$ cat src/rtl/v_instr_queue.sv
// Instruction queue between the scalar core and the vector decoder. Non-vector offers are dropped with a one-cycle illegal pulse.
// Optional same-cycle bypass into an empty queue when V_IQ_BYPASS_EN is defined.
module v_instr_queue #(
   parameter int DEPTH = 4
) (
   input  logic                     clk,
   input  logic                     nrst,
   input  logic                     flush,
   input  logic                     in_valid,
   output logic                     in_ready,
   input  logic [31:0]              in_instr,
   input  logic [31:0]              in_rs1,
   input  logic [31:0]              in_rs2,
   output logic                     out_valid,
   input  logic                     out_ready,
   output logic [31:0]              out_instr,
   output logic [31:0]              out_rs1,
   output logic [31:0]              out_rs2,
   output logic [$clog2(DEPTH):0]   count,
   output logic                     illegal
);

   localparam int PW = $clog2(DEPTH);
   localparam int CW = PW + 1;
   localparam logic [CW-1:0] DEPTH_C = CW'(DEPTH);

   logic [31:0]   mem_instr [DEPTH];
   logic [31:0]   mem_rs1   [DEPTH];
   logic [31:0]   mem_rs2   [DEPTH];

   logic [PW-1:0] head_q;
   logic [PW-1:0] tail_q;
   logic [CW-1:0] count_q;
   logic          illegal_q;

   logic          is_vec;
   logic          empty;
   logic          accept;
   logic          byp;
   logic          push;
   logic          pop_mem;

   always_comb begin
      is_vec = (in_instr[6:0] == 7'h57) || (in_instr[6:0] == 7'h07) ||
               (in_instr[6:0] == 7'h27);
   end

   assign empty    = (count_q == '0);
   assign in_ready = (count_q < DEPTH_C);
   assign accept   = in_valid && in_ready;

`ifdef V_IQ_BYPASS_EN
   // An empty queue forwards a vector offer straight to the decoder.
   assign byp = empty && !flush && in_valid && is_vec;
`else
   assign byp = 1'b0;
`endif

   // A bypassed entry that the decoder takes immediately is never stored.
   assign push    = accept && is_vec && !(byp && out_ready);
   assign pop_mem = out_ready && !empty;

   assign out_valid = !empty || byp;

   always_comb begin
      out_instr = '0;
      out_rs1   = '0;
      out_rs2   = '0;
      if (!empty) begin
         out_instr = mem_instr[head_q];
         out_rs1   = mem_rs1[head_q];
         out_rs2   = mem_rs2[head_q];
      end else if (byp) begin
         out_instr = in_instr;
         out_rs1   = in_rs1;
         out_rs2   = in_rs2;
      end
   end

   // Storage is not reset; occupancy alone decides what is visible.
   always_ff @(posedge clk) begin
      if (push && !flush) begin
         mem_instr[tail_q] <= in_instr;
         mem_rs1[tail_q]   <= in_rs1;
         mem_rs2[tail_q]   <= in_rs2;
      end
   end

   always_ff @(posedge clk or negedge nrst) begin
      if (!nrst) begin
         head_q    <= '0;
         tail_q    <= '0;
         count_q   <= '0;
         illegal_q <= 1'b0;
      end else if (flush) begin
         head_q    <= '0;
         tail_q    <= '0;
         count_q   <= '0;
         illegal_q <= 1'b0;
      end else begin
         if (push) begin
            tail_q <= tail_q + 1'b1;
         end
         if (pop_mem) begin
            head_q <= head_q + 1'b1;
         end
         count_q   <= count_q + CW'(push) - CW'(pop_mem);
         illegal_q <= accept && !is_vec;
      end
   end

   assign count   = count_q;
   assign illegal = illegal_q;

endmodule

$ cat config.mk
export PLATFORM = sky130hd
export DESIGN_NAME = v_instr_queue
export DESIGN_NICKNAME = d
export VERILOG_FILES = /design/src/rtl/v_instr_queue.sv
export SDC_FILE = /design/constraint.sdc
export NUM_CORES = 1
export LEC_CHECK = 0
export CAP_MARGIN = 5
export CORE_MARGIN = 8
export CORE_UTILIZATION = 47
export CTS_BUF_LIST = sky130_fd_sc_hd__clkbuf_4 sky130_fd_sc_hd__clkbuf_8
export CTS_CLUSTER_SIZE = 25
export DETAILED_ROUTE_END_ITERATION = 16
export PLACE_DENSITY = 0.7
export SETUP_SLACK_MARGIN = 0.1
export SLEW_MARGIN = 20
export SYNTH_ARGS = -nofsm -noshare
export SYNTH_HDL_FRONTEND = slang
export SYNTH_SLANG_ARGS = --single-unit
$ cat constraint.sdc
create_clock -name clk -period 6.3 [get_ports clk]
set_input_delay 1.26 -clock clk [delete_from_list [all_inputs] [get_ports clk]]
set_output_delay 1.26 -clock clk [all_outputs]
set_load 0.02 [all_outputs]
# After elaboration in Yosys (flattened, before gate mapping)
# Memory sizes are Yosys's and may differ from the RTL's.
# Index checks and enable logic that the tools add are counted.
# op_classes
add_sub_neg	4
magnitude_cmp	1
eq_ne	3
muxes	11
n_reduce_logical	13
# ops
operator	count
$mux 32	3
$mux 2	4
$eq 7x3->1 const B	1
$eq 7x6->1 const B	1
$eq 7x7->1 const B	1
$logic_and 1x1->1	5
$add 2x1->2 const B	2
$reduce_bool 2->1	2
$add 3x1->3	1
$logic_not 1->1	3
$logic_not 3->1	1
$lt 3x3->1 const B	1
$mux 1	3
$mux 3	1
$sub 3x1->3	1
$logic_or 1x1->1	2
# word_totals
ff_bits	8
mem_bits_rw	384
inputBits	101
word_cells	39
memories	3
# mem_list
memory	words	word_bits	rd	rd_clocked_by_memory_dff	write_ports	line	rtl
mem_instr	4	32	1	0	1	27	logic [31:0] mem_instr [DEPTH];
mem_rs1	4	32	1	0	1	28	logic [31:0] mem_rs1 [DEPTH];
mem_rs2	4	32	1	0	1	29	logic [31:0] mem_rs2 [DEPTH];

# Longest topological paths before layout
# Gate-level depths: netlist of the first run.
# logic_depth
depth_word	7
ltp_mapped	11
depth_no_buf	11

# Worst setup path after synthesis of the first run
# OpenSTA, ideal clock, no wires.
# synth_timing
path_kind	input port to flip-flop
from	input in_instr[4]
to	memory mem_instr[0][0] (enable)
setup_time_ns	0.466
arrival_ns	4.291
t_required_ns	5.834
setup_slack_ns	1.544
path_stages	3
n_path_buf	0
cell_sequence	or2_2 > a2111oi_2 > and2_1
# synth_via
elab_chain_len	7
elab_cells_between_ends	9
classes_between	3 x eq/ne; 2 x mux; 4 x reduce/logical
# synth_rtl
item	line	rtl
from (decl)	11	input logic [31:0] in_instr,
$eq 7x7->1 / $eq 7x3->1 (equally long branches)	44	is_vec = (in_instr[6:0] == 7'h57) || (in_instr[6:0] == 7'h07) ||
$logic_or 1x1->1	44	
$logic_or 1x1->1 *	44	
$logic_and 1x1->1 *	60	assign push = accept && is_vec && !(byp && out_ready);
$logic_and 1x1->1 *	82	if (push && !flush) begin
$mux 1 *	82	
$mux 1 (implied by the code) *	83	mem_instr[tail_q] <= in_instr;
to (decl)	27	
# Every way passes the cells marked *; elsewhere a longest branch is shown, timed or not.

# Worst setup path in the final report of the first run
# layout_timing
from	register head_q[0]
to	output out_rs1[18]
# layout_via
elab_chain_len	2
# layout_rtl
item	line	rtl
from (decl)	31	logic [PW-1:0] head_q;
from (signal assigned)	105	head_q <= head_q + 1'b1;
$mem_v2 4x32	n/a	
$mux 32	69	if (!empty) begin
to (decl)	17	output logic [31:0] out_rs1,
# Every way passes these cells.

==> reports/results.ini, run 1 <==
[cts]
clock_sinks = 392
insertion_delay_ns = 0.58
post_cts_buffers = 0
cts_tree = built
cts.hold.buffers_added = 0
cts_made_buffers = 61
clk_pin_slew_ns = 0.06
cts_max_path_buffers = 3
cts_htree_levels = 2
ctsResizeCount = 0
root_buffer = clkbuf_8

[synthesis]
synth_cells = 663
ys.flop_type = edfxtp_1
synth_fp_nets = 771
avgSynthCellArea_um2 = 22.64
synth_seq_cells = 392
ys_seq_area_share_pct = 78.15
synth_cell_types = 28
synth.cell_area_mm2 = 0.01501
async_flop_share_pct = 2.041
synth_edf_count = 384
synthTopCellsByArea = edfxtp_1, mux4_2, and2_1
yosysTopAreaCell = edfxtp_1
yosys_warnings = 0
yosys.area.top_type_share_pct = 76.81

[power]
swShare_pct = 28.81
pwr_density_cell_mw_per_mm2 = 390.6
ir_drop_mv = 0.2575
p_int_mw = 5.202
clkPwrFrac_pct = 28.1
p_seq_share_pct = 40.8
p_total_mw = 7.308
p_sw_mw = 2.106
power_frac_comb_pct = 31.1
p_leak_nw = 5.934

[sta]
fin_ws_ns = 1.708
post-route-min-period_ns = 4.592
hold_viol_final = 0
fin_skew_ns = 0.01912
slew_viol_final = 0
fin_crit_sh_pct = 72.89
setup_tns_ns = 0
slew_headroom_pct = 47.03
clock.fmax_mhz = 217.8
worst_pin_slew_ns = 0.7946
rsz0062_at_grt = no
hold_slack_ns = 0.5960
setup_viol = 0

[grt]
grt_pass1_wl_mm = 46.66
overflow = 0
antenna_found_initial = 3
grt_pass1_vias = 7909
grt_max_degree = 65
grt_usage_pct = 15.80

[worst_setup_path]
crit_path_end_kind = output port
crit_chain = buf_4 > mux4_2 > and2_1 > clkdlybuf4s50_1
slowest_stage = dfrtp_4
slowest_delay_ns = 0.89
crit_required_ns = 5.04
worst_ep_arrival_time_ns = 3.33
path_max_fanout = 35
worst_setup_path_start_kind = flop
timing_worst_setup_path_type = reg2out

[route]
drc = 0
wl_mm = 30.04
drt_iter0_drc = 452
num_vias = 7195
vias_per_cell = 5.330
drtAntennaViolNets = 0
dr.pass1.iters = 4
wl_per_cell_um = 22.25

[layout]
areaGrowthSynthToFinish_pct = 24.65
nFillCells = 2269
num_antenna_cells = 0
multiInputGateArea_mm2 = 0.003083
post-route-util_pct = 59.45
layout.nets = 1011
fin_cells = 1350
layout-drive-gt1-share_pct = 22.36
ff_latch_area_mm2 = 0.01174
final_cell_area_mm2 = 0.01871

[placement]
dpl-instance-area_mm2 = 0.01752
dp.cells = 1242
gp_congestion = 0.6935
place_hpwl_mm = 17.83
io_buffers = 202
dp_slack_ns = 2.087

[floorplanning]
die_w_um = 194.7
dieArea_mm2 = 0.03792
std_cell_rows = 65
die_h_um = 194.7
core_mm2 = 0.03147
boundaryPins = 203
initial_core_util_pct = 47.70

[min_path]
hold_class = reg2reg

[run]
drv_cap = 0

[run_status]
outcome = complete, no violations

-- critical path, delay by kind of cell, from the launching register on --
family,cells,cell delay (ns)
DFF,1,0.89
muxes,1,0.58
and+or+nand+nor,1,0.17
buffers and inverters,2,1.06
-- logic make-up after synthesis --
family / Yosys count / synth area share [%]
AO/OA/AOI/OAI: 5 / 0.3250
XOR/XNOR: 3 / 0.1751
adder cells (fa/ha/maj): 7 / 0.6334
buffers and inverters: 41 / 1.392
flip-flops: 392 / 78.15
multiplexers: 98 / 14.54
AND/OR/NAND/NOR: 117 / 4.784
-- path summary, 6_finish.rpt --
kind | start | endpoint | slack [ns] | cells past startpoint
min in group asynchronous | nrst | illegal | 0.98 | 1
setup reg to reg | count[2] | mem_instr[3][5] | 3.54 | 4
hold / removal | tail_q[1] | tail_q[1] | 0.60 | 2
max in group asynchronous | nrst | head_q[1] | 4.99 | 1
hold reg to reg | tail_q[1] | tail_q[1] | 0.60 | 2
setup / recovery | head_q[0] | out_rs1[18] | 1.71 | 4
-- cell usage after synthesis, drive strengths merged (2+ instances only) --
cell / instances
and2: 101
buf: 16
clkbuf: 18
dfrtp: 8
edfxtp: 384
ha: 6
inv: 7
mux4: 96
nand2b: 3
nor2: 6
nor3: 2
xor2: 3
-- power groups by stage --
stage / Combinational, mW / Clock [mW] / Sequential [mW]
after global routing: 2.43 / 2.23 / 2.99
after detailed placement: 2.32 / 0 / 3.04
after CTS: 2.33 / 2.11 / 2.99
after global placement: 2.31 / 0 / 3.04
after floorplan: 1.39 / 0 / 2.95
final: 2.27 / 2.06 / 2.98
-- cells in the final DEF, fill, tap and decap left out, types with 2 or more instances in the layout --
| master | Yosys | routed |
|---|---|---|
| mux4_2 | 96 | 96 |
| dfrtp_1 | 8 | 6 |
| ha_1 | 6 | 6 |
| clkinv_1 | 0 | 12 |
| bufinv_16 | 0 | 2 |
| and2_1 | 101 | 97 |
| clkbuf_8 | 0 | 62 |
| clkinv_2 | 0 | 3 |
| and2_4 | 0 | 4 |
| clkdlybuf4s50_1 | 0 | 202 |
| inv_1 | 7 | 7 |
| buf_4 | 0 | 3 |
| nor2_1 | 6 | 6 |
| dfrtp_4 | 0 | 2 |
| nor3_1 | 2 | 2 |
| xor2_1 | 3 | 3 |
| edfxtp_1 | 384 | 384 |
| nand2b_1 | 3 | 3 |
| clkbuf_4 | 0 | 27 |
| buf_12 | 1 | 6 |
-- metal layers --
layer  part of all wire, %  wire (um)  track usage [%]
met3                   7.4       2237            4.664
met5                  0.12         36                0
met2                    47      14040            25.01
met1                    44      13190            21.32
met4                   1.8        537            3.989
-- layout make-up --
type                    instances  share of cell area (%)
multi-input cells             230                   16.48
repair buffers                211                   11.57
inverters                       7                  0.1404
well taps                     402                   2.688
flip-flops and latches        392                   62.74
clock buffers                  89                   5.644
clock inverters                19                  0.7489
-- sequential cells by signal, summed over array words and instances (netlist names) --
| signal | count |
|---|---|
| tail_q | 2 |
| illegal | 1 |
| count | 3 |
| mem_rs1 | 128 |
| mem_rs2 | 128 |
| mem_instr | 128 |
| head_q | 2 |
(Power assumes the default switching activity.)
==> run 2: changes to the inputs <==
PLACE_DENSITY = 0.73   (was 0.7)
clock period = 3.9 ns   (was 6.3 ns; I/O delays follow)
==> run 2 against run 1 <==
Against the previous run:
- non-clock buffer count is 18 higher
- clock skew grew 0.0088 ns
- first-iteration DRC count fell by 4.9%
- register-to-register slack lost 2.2 ns
- critical path depth stayed put
==> reports/results.ini, run 2 (same netlist as run 1, synthesis figures left out) <==
[layout]
fin_cells = 1363  ; +0.96%
top_regs = mem_instr: 128 flops, mem_rs1: 128 flops, mem_rs2: 128 flops
layout-drive-gt1-share_pct = 22.89  ; +0.53 points
num_antenna_cells = 0  ; unchanged
layout.nets = 1028  ; +1.7%
areaGrowthSynthToFinish_pct = 25.75
layout_commonest_cell = edfxtp_1
layout_common_cells = edfxtp_1, clkdlybuf4s50_1, and2_1, mux4_2, clkbuf_8

[run]
drv_cap = 0  ; unchanged

[worst_setup_path]
timing.critical_path.buf_inv = 2  ; unchanged
crit_family = buffers and inverters
r2r_cells = 11  ; +7
r2r_start = count[2]
slowest_stage = dfrtp_4
worst_ep_arrival_time_ns = 2.75  ; -0.58 ns
crit_chain = buf_12 > mux4_2 > and2_1 > clkdlybuf4s50_1
worst_setup_path_start_kind = flop
path_max_fanout = 17  ; -51%
reg2reg_slack_ns = 1.30  ; -2.24 ns
crit_path_end_kind = output port
r2r_end = count[2]
slowest_delay_ns = 0.67  ; -0.22 ns
timing_worst_setup_path_type = reg2out
crit_required_ns = 3.12  ; -1.92 ns

[grt]
met3_usage_pct = 4.336  ; -0.33 points
use_met2_pct = 25.81  ; +0.81 points
antenna_found_initial = 1  ; -2
grt_max_degree = 55  ; -15%
grt_pass1_wl_mm = 47.59  ; +2.0%
gr-usage-met1_pct = 22.09  ; +0.77 points
grt_usage_pct = 16.17  ; +0.37 points
grt_pass1_vias = 8033  ; +1.6%
overflow = 0  ; unchanged
busiest_layer = met2

[cts]
clk_pin_slew_ns = 0.06  ; about the same
cts_htree_levels = 2  ; unchanged
cts_made_buffers = 60  ; -1.6%
ctsResizeCount = 0  ; unchanged
clock_sinks = 392  ; unchanged
root_buffer = clkbuf_8
cts_max_path_buffers = 3  ; unchanged
insertion_delay_ns = 0.58  ; about the same
cts_tree = built
cts.hold.buffers_added = 0  ; unchanged

[sta]
slew_headroom_pct = 63.39  ; +16 points
slew_viol_final = 0  ; unchanged
fin_crit_sh_pct = 90.48
worst_pin_slew_ns = 0.5492  ; -0.2454 ns
clock.fmax_mhz = 283.4
hold_slack_ns = 0.5022  ; -0.09381 ns
fin_skew_ns = 0.02790  ; +0.008780 ns
rsz0062_at_grt = no
setup_tns_ns = 0  ; unchanged
hold_viol_final = 0  ; unchanged
setup_viol = 0  ; unchanged
post-route-min-period_ns = 3.529

[min_path]
hold_class = in2async

[floorplanning]
std_cell_rows = 65  ; unchanged
die_h_um = 194.7  ; unchanged
initial_core_util_pct = 47.70  ; unchanged
boundaryPins = 203  ; unchanged
dieArea_mm2 = 0.03792  ; unchanged
die_w_um = 194.7  ; unchanged
core_mm2 = 0.03147  ; unchanged

[route]
dr.pass1.iters = 4  ; unchanged
drt_iter0_drc = 430  ; -4.9%
drtAntennaViolNets = 0  ; unchanged
drc = 0  ; unchanged
vias_per_cell = 5.337  ; +0.15%
wl_per_cell_um = 22.44  ; +0.83%
wl_mm = 30.58  ; +1.8%
num_vias = 7275  ; +1.1%

[power]
ir_drop_mv = 0.4024  ; +56%
p_leak_nw = 6.003  ; +1.2%
p_total_mw = 11.76  ; +61%
pwr_density_cell_mw_per_mm2 = 622.8  ; +59%

[placement]
place_hpwl_mm = 19.25  ; +8.0%
dp.cells = 1259  ; +1.4%
gp_congestion = 0.6999  ; +0.92%
io_buffers = 202  ; unchanged

[run_status]
outcome = complete, no violations

[run 2: how the worst max path moves through the flow]
stage / slack [ns] / to / cells past startpoint / start
2_1_floorplan: 0.67 / mem_instr[0][0] / 3 / in_instr[4]
3_3_place_gp: 0.36 / count[2] / 12 / in_instr[1]
3_5_place_dp: 0.30 / count[2] / 12 / in_instr[2]
4_1_cts: 0.24 / out_rs2[20] / 4 / head_q[0]
5_1_grt: 0.19 / out_rs2[20] / 4 / head_q[0]
6_report: 0.37 / out_rs2[22] / 4 / head_q[0]
[run 2: routing by layer]
metal,vias up,wire length [um]
met5,-,13
met1,3809,13580
met3,32,1827
li1,3215,-
met2,217,14780
met4,2,377
[run 2: timing repair]
item | in CTS | in global routing
buffers inserted | 1 | 0
hold endpoints to repair | 0 | 0
setup endpoints to repair | 7 | 0
[run 2: metrics by stage]
| stage | cell area [um2] | util [%] | setup slack [ns] |
|---|---|---|---|
| after detailed placement | 17740 | 56.37 | 0.2959 |
| after CTS | 18880 | 59.98 | 0.2365 |
| after floorplan | 15020 | - | 0.6713 |
| after global placement | 17740 | 56.37 | 0.3558 |
| final | 18880 | 59.98 | 0.3713 |
| after global routing | 18880 | 59.98 | 0.1919 |
[run 2: report_power, final]
part / total (mW) / internal (mW) / switching (mW) / leakage (nW)
sequential: 4.75 / 4.65 / 0.103 / 3.55
combinational: 3.89 / 2.02 / 1.87 / 1.87
clock: 3.11 / 1.69 / 1.42 / 0.582
[run 2: final cells by class]
| type | count | area, um2 |
|---|---|---|
| clock buffer | 82 | 991.0 |
| clock inverter | 21 | 115.1 |
| fill | 2188 | 12600 |
| inverter | 7 | 26.28 |
| multi-input combinational | 230 | 3083 |
| sequential | 392 | 11740 |
| tap | 402 | 503.0 |
| timing repair buffer | 229 | 2420 |
==> run 3: changes to the inputs <==
TNS_END_PERCENT = 50   (was default)
==> run 3 against run 2 <==
Against the previous run:
- clock skew decreased by 0.0036 ns
- global-route usage decreased by 0.49 points
- cell area about the same
- largest power group unchanged
- power increased by 1.5%
- final cell count unchanged
- critical endpoint is now out_rs1[0]
- highest routed layer is now met4
- critical path type unchanged
- wire length decreased by 2.7%
- via count decreased by 0.25%
==> reports/results.ini, run 3 (same netlist as run 1, synthesis figures left out) <==
[grt]
grt_pass1_wl_mm = 46.80  ; -1.7%
overflow = 0  ; unchanged
grt_max_degree = 98  ; +78%
grt_pass1_vias = 8292  ; +3.2%
grt_usage_pct = 15.68  ; -0.49 points
antenna_found_initial = 0  ; -1

[worst_setup_path]
worst_setup_path_start_kind = flop
crit_family = buffers and inverters
slowest_stage = dfrtp_4
r2r_cells = 11  ; unchanged
path_max_fanout = 31  ; +14
reg2reg_slack_ns = 1.32  ; +0.02 ns
crit_required_ns = 3.12  ; about the same
crit_path_start = head_q[0]
cp-endpoint = out_rs1[0]
r2r_start = count[2]
worst_ep_arrival_time_ns = 2.84  ; +0.09 ns
timing.critical_path.buf_inv = 2  ; unchanged
crit_chain = buf_12 > mux4_2 > and2_1 > clkdlybuf4s50_1
r2r_end = count[2]
crit_path_end_kind = output port
slowest_delay_ns = 0.63  ; -0.04 ns
timing_worst_setup_path_type = reg2out
crit_cells = 4  ; unchanged

[floorplanning]
die_h_um = 194.7  ; unchanged
initial_core_util_pct = 47.70  ; unchanged
die_w_um = 194.7  ; unchanged
dieArea_mm2 = 0.03792  ; unchanged
core_mm2 = 0.03147  ; unchanged
boundaryPins = 203  ; unchanged
std_cell_rows = 65  ; unchanged

[placement]
gp_congestion = 0.6902  ; -1.4%
io_buffers = 202  ; unchanged
dpl-instance-area_mm2 = 0.01763  ; -0.63%
dp_slack_ns = 0.3373  ; +0.04137 ns
place_hpwl_mm = 17.55  ; -8.8%

[route]
drtAntennaViolNets = 0  ; unchanged
num_vias = 7257  ; -0.25%
dr.pass1.iters = 4  ; unchanged
drt_iter0_drc = 408  ; -5.1%
vias_per_cell = 5.324  ; -0.25%
wl_mm = 29.75  ; -2.7%
drc = 0  ; unchanged
wl_per_cell_um = 21.83  ; -2.7%

[min_path]
hold_class = in2async

[sta]
post-route-min-period_ns = 3.620  ; +0.09123 ns
fin_crit_sh_pct = 92.82  ; +2.3 points
clock.fmax_mhz = 276.3  ; -2.5%
hold_slack_ns = 0.5173  ; +0.01507 ns
hold_viol_final = 0  ; unchanged
slew_headroom_pct = 59.10  ; -4.3 points
setup_viol = 0  ; unchanged
fin_ws_ns = 0.2801  ; -0.09123 ns
rsz0062_at_grt = no
slew_viol_final = 0  ; unchanged
fin_skew_ns = 0.02428  ; -0.003616 ns
worst_pin_slew_ns = 0.6135  ; +0.06431 ns

[power]
pwr_density_cell_mw_per_mm2 = 632.5  ; +1.6%
p_total_mw = 11.93  ; +1.5%
power_frac_comb_pct = 32.2  ; -0.9 points
p_seq_share_pct = 39.6  ; -0.8 points
clkPwrFrac_pct = 28.2  ; +1.7 points
p_sw_mw = 3.460  ; +1.9%
ir_drop_mv = 0.4696  ; +17%
p_leak_nw = 6.002  ; about the same
swShare_pct = 29.01  ; +0.12 points
p_int_mw = 8.468  ; +1.3%

[layout]
layout_common_cells = edfxtp_1, clkdlybuf4s50_1, and2_1, mux4_2, clkbuf_8
post-route-util_pct = 59.92  ; about the same
areaGrowthSynthToFinish_pct = 25.63  ; about the same
top_regs = mem_instr: 128 flops, mem_rs1: 128 flops, mem_rs2: 128 flops
layout.nets = 1018  ; -0.97%
layout_commonest_cell = edfxtp_1
final_cell_area_mm2 = 0.01886  ; about the same
num_antenna_cells = 0  ; unchanged
layout-drive-gt1-share_pct = 22.79  ; -0.10 points

[cts]
clock_sinks = 392  ; unchanged
clk_pin_slew_ns = 0.06  ; about the same
cts_htree_levels = 2  ; unchanged
root_buffer = clkbuf_8
cts.hold.buffers_added = 0  ; unchanged
cts_made_buffers = 61  ; +1.7%
ctsResizeCount = 0  ; unchanged
cts_tree = built
post_cts_buffers = 0  ; -1
insertion_delay_ns = 0.58  ; about the same
cts_max_path_buffers = 3  ; unchanged

[run_status]
outcome = complete, no violations

[run]
drv_cap = 0  ; unchanged

==> run 3: changes by cell type in the layout (fill, tap and decap cells not counted) <==
cell       before  now
buf_12         14   11
buf_16          1    0
buf_4          12    5
bufinv_16       1    3
clkbuf_4       22   12
clkbuf_8       60   65
clkinv_1       17   18
clkinv_2        1   14
==> run 3: worst min path at each step <==
stage / from / end / slack, ns / depth (start not counted)
after floorplan: nrst / count[0] / 0.48 / 0
after global placement: tail_q[1] / tail_q[1] / 0.60 / 2
after detailed placement: tail_q[1] / tail_q[1] / 0.61 / 2
after CTS: nrst / count[2] / 0.48 / 1
after global routing: nrst / count[2] / 0.50 / 1
final: nrst / count[1] / 0.52 / 1
==> run 3: power by group through the flow <==
stage / clock network (mW) / registers [mW] / logic, mW
after floorplan: 0 / 4.77 / 2.24
after global placement: 0 / 4.81 / 3.91
after detailed placement: 0 / 4.81 / 3.92
after CTS: 3.47 / 4.72 / 3.95
after global routing: 3.62 / 4.73 / 4.11
final: 3.37 / 4.72 / 3.84
==> run 3: area by class of cell <==
| type | instances | area [um2] |
|---|---|---|
| fill | 2278 | 12610 |
| inverter | 7 | 26.28 |
| timing repair buffer | 218 | 2280 |
| tap | 402 | 503.0 |
| clock buffer | 77 | 984.7 |
| sequential | 392 | 11740 |
| clock inverter | 37 | 244.0 |
| multi-input combinational | 230 | 3083 |
==> run 3: metrics by stage <==
stage / instances / TNS (ns)
finish: 1363 / 0
global route: 1363 / 0
CTS: 1363 / 0
detailed placement: 1249 / 0
global placement: 1249 / 0
floorplan: 663 / -72.10
==> run 3: worst register-to-register path, delay by kind of cell, from the launching register on <==
family          cells  cell delay [ns]
compound gates      1             0.32
fa+ha+maj           3             0.81
flops               1             0.48
buf+inv             3             0.19
xor+xnor            1             0.16
simple gates        3             0.53
==> run 3: metal layers <==
layer  GRT usage [%]  vias up  part of all wire (%)
met4           3.564        0                   1.4
met2           26.57      220                    50
met3           4.802       38                   7.3
met1           19.63     3791                    42
li1                -     3208                     -
met5               0        -                     0
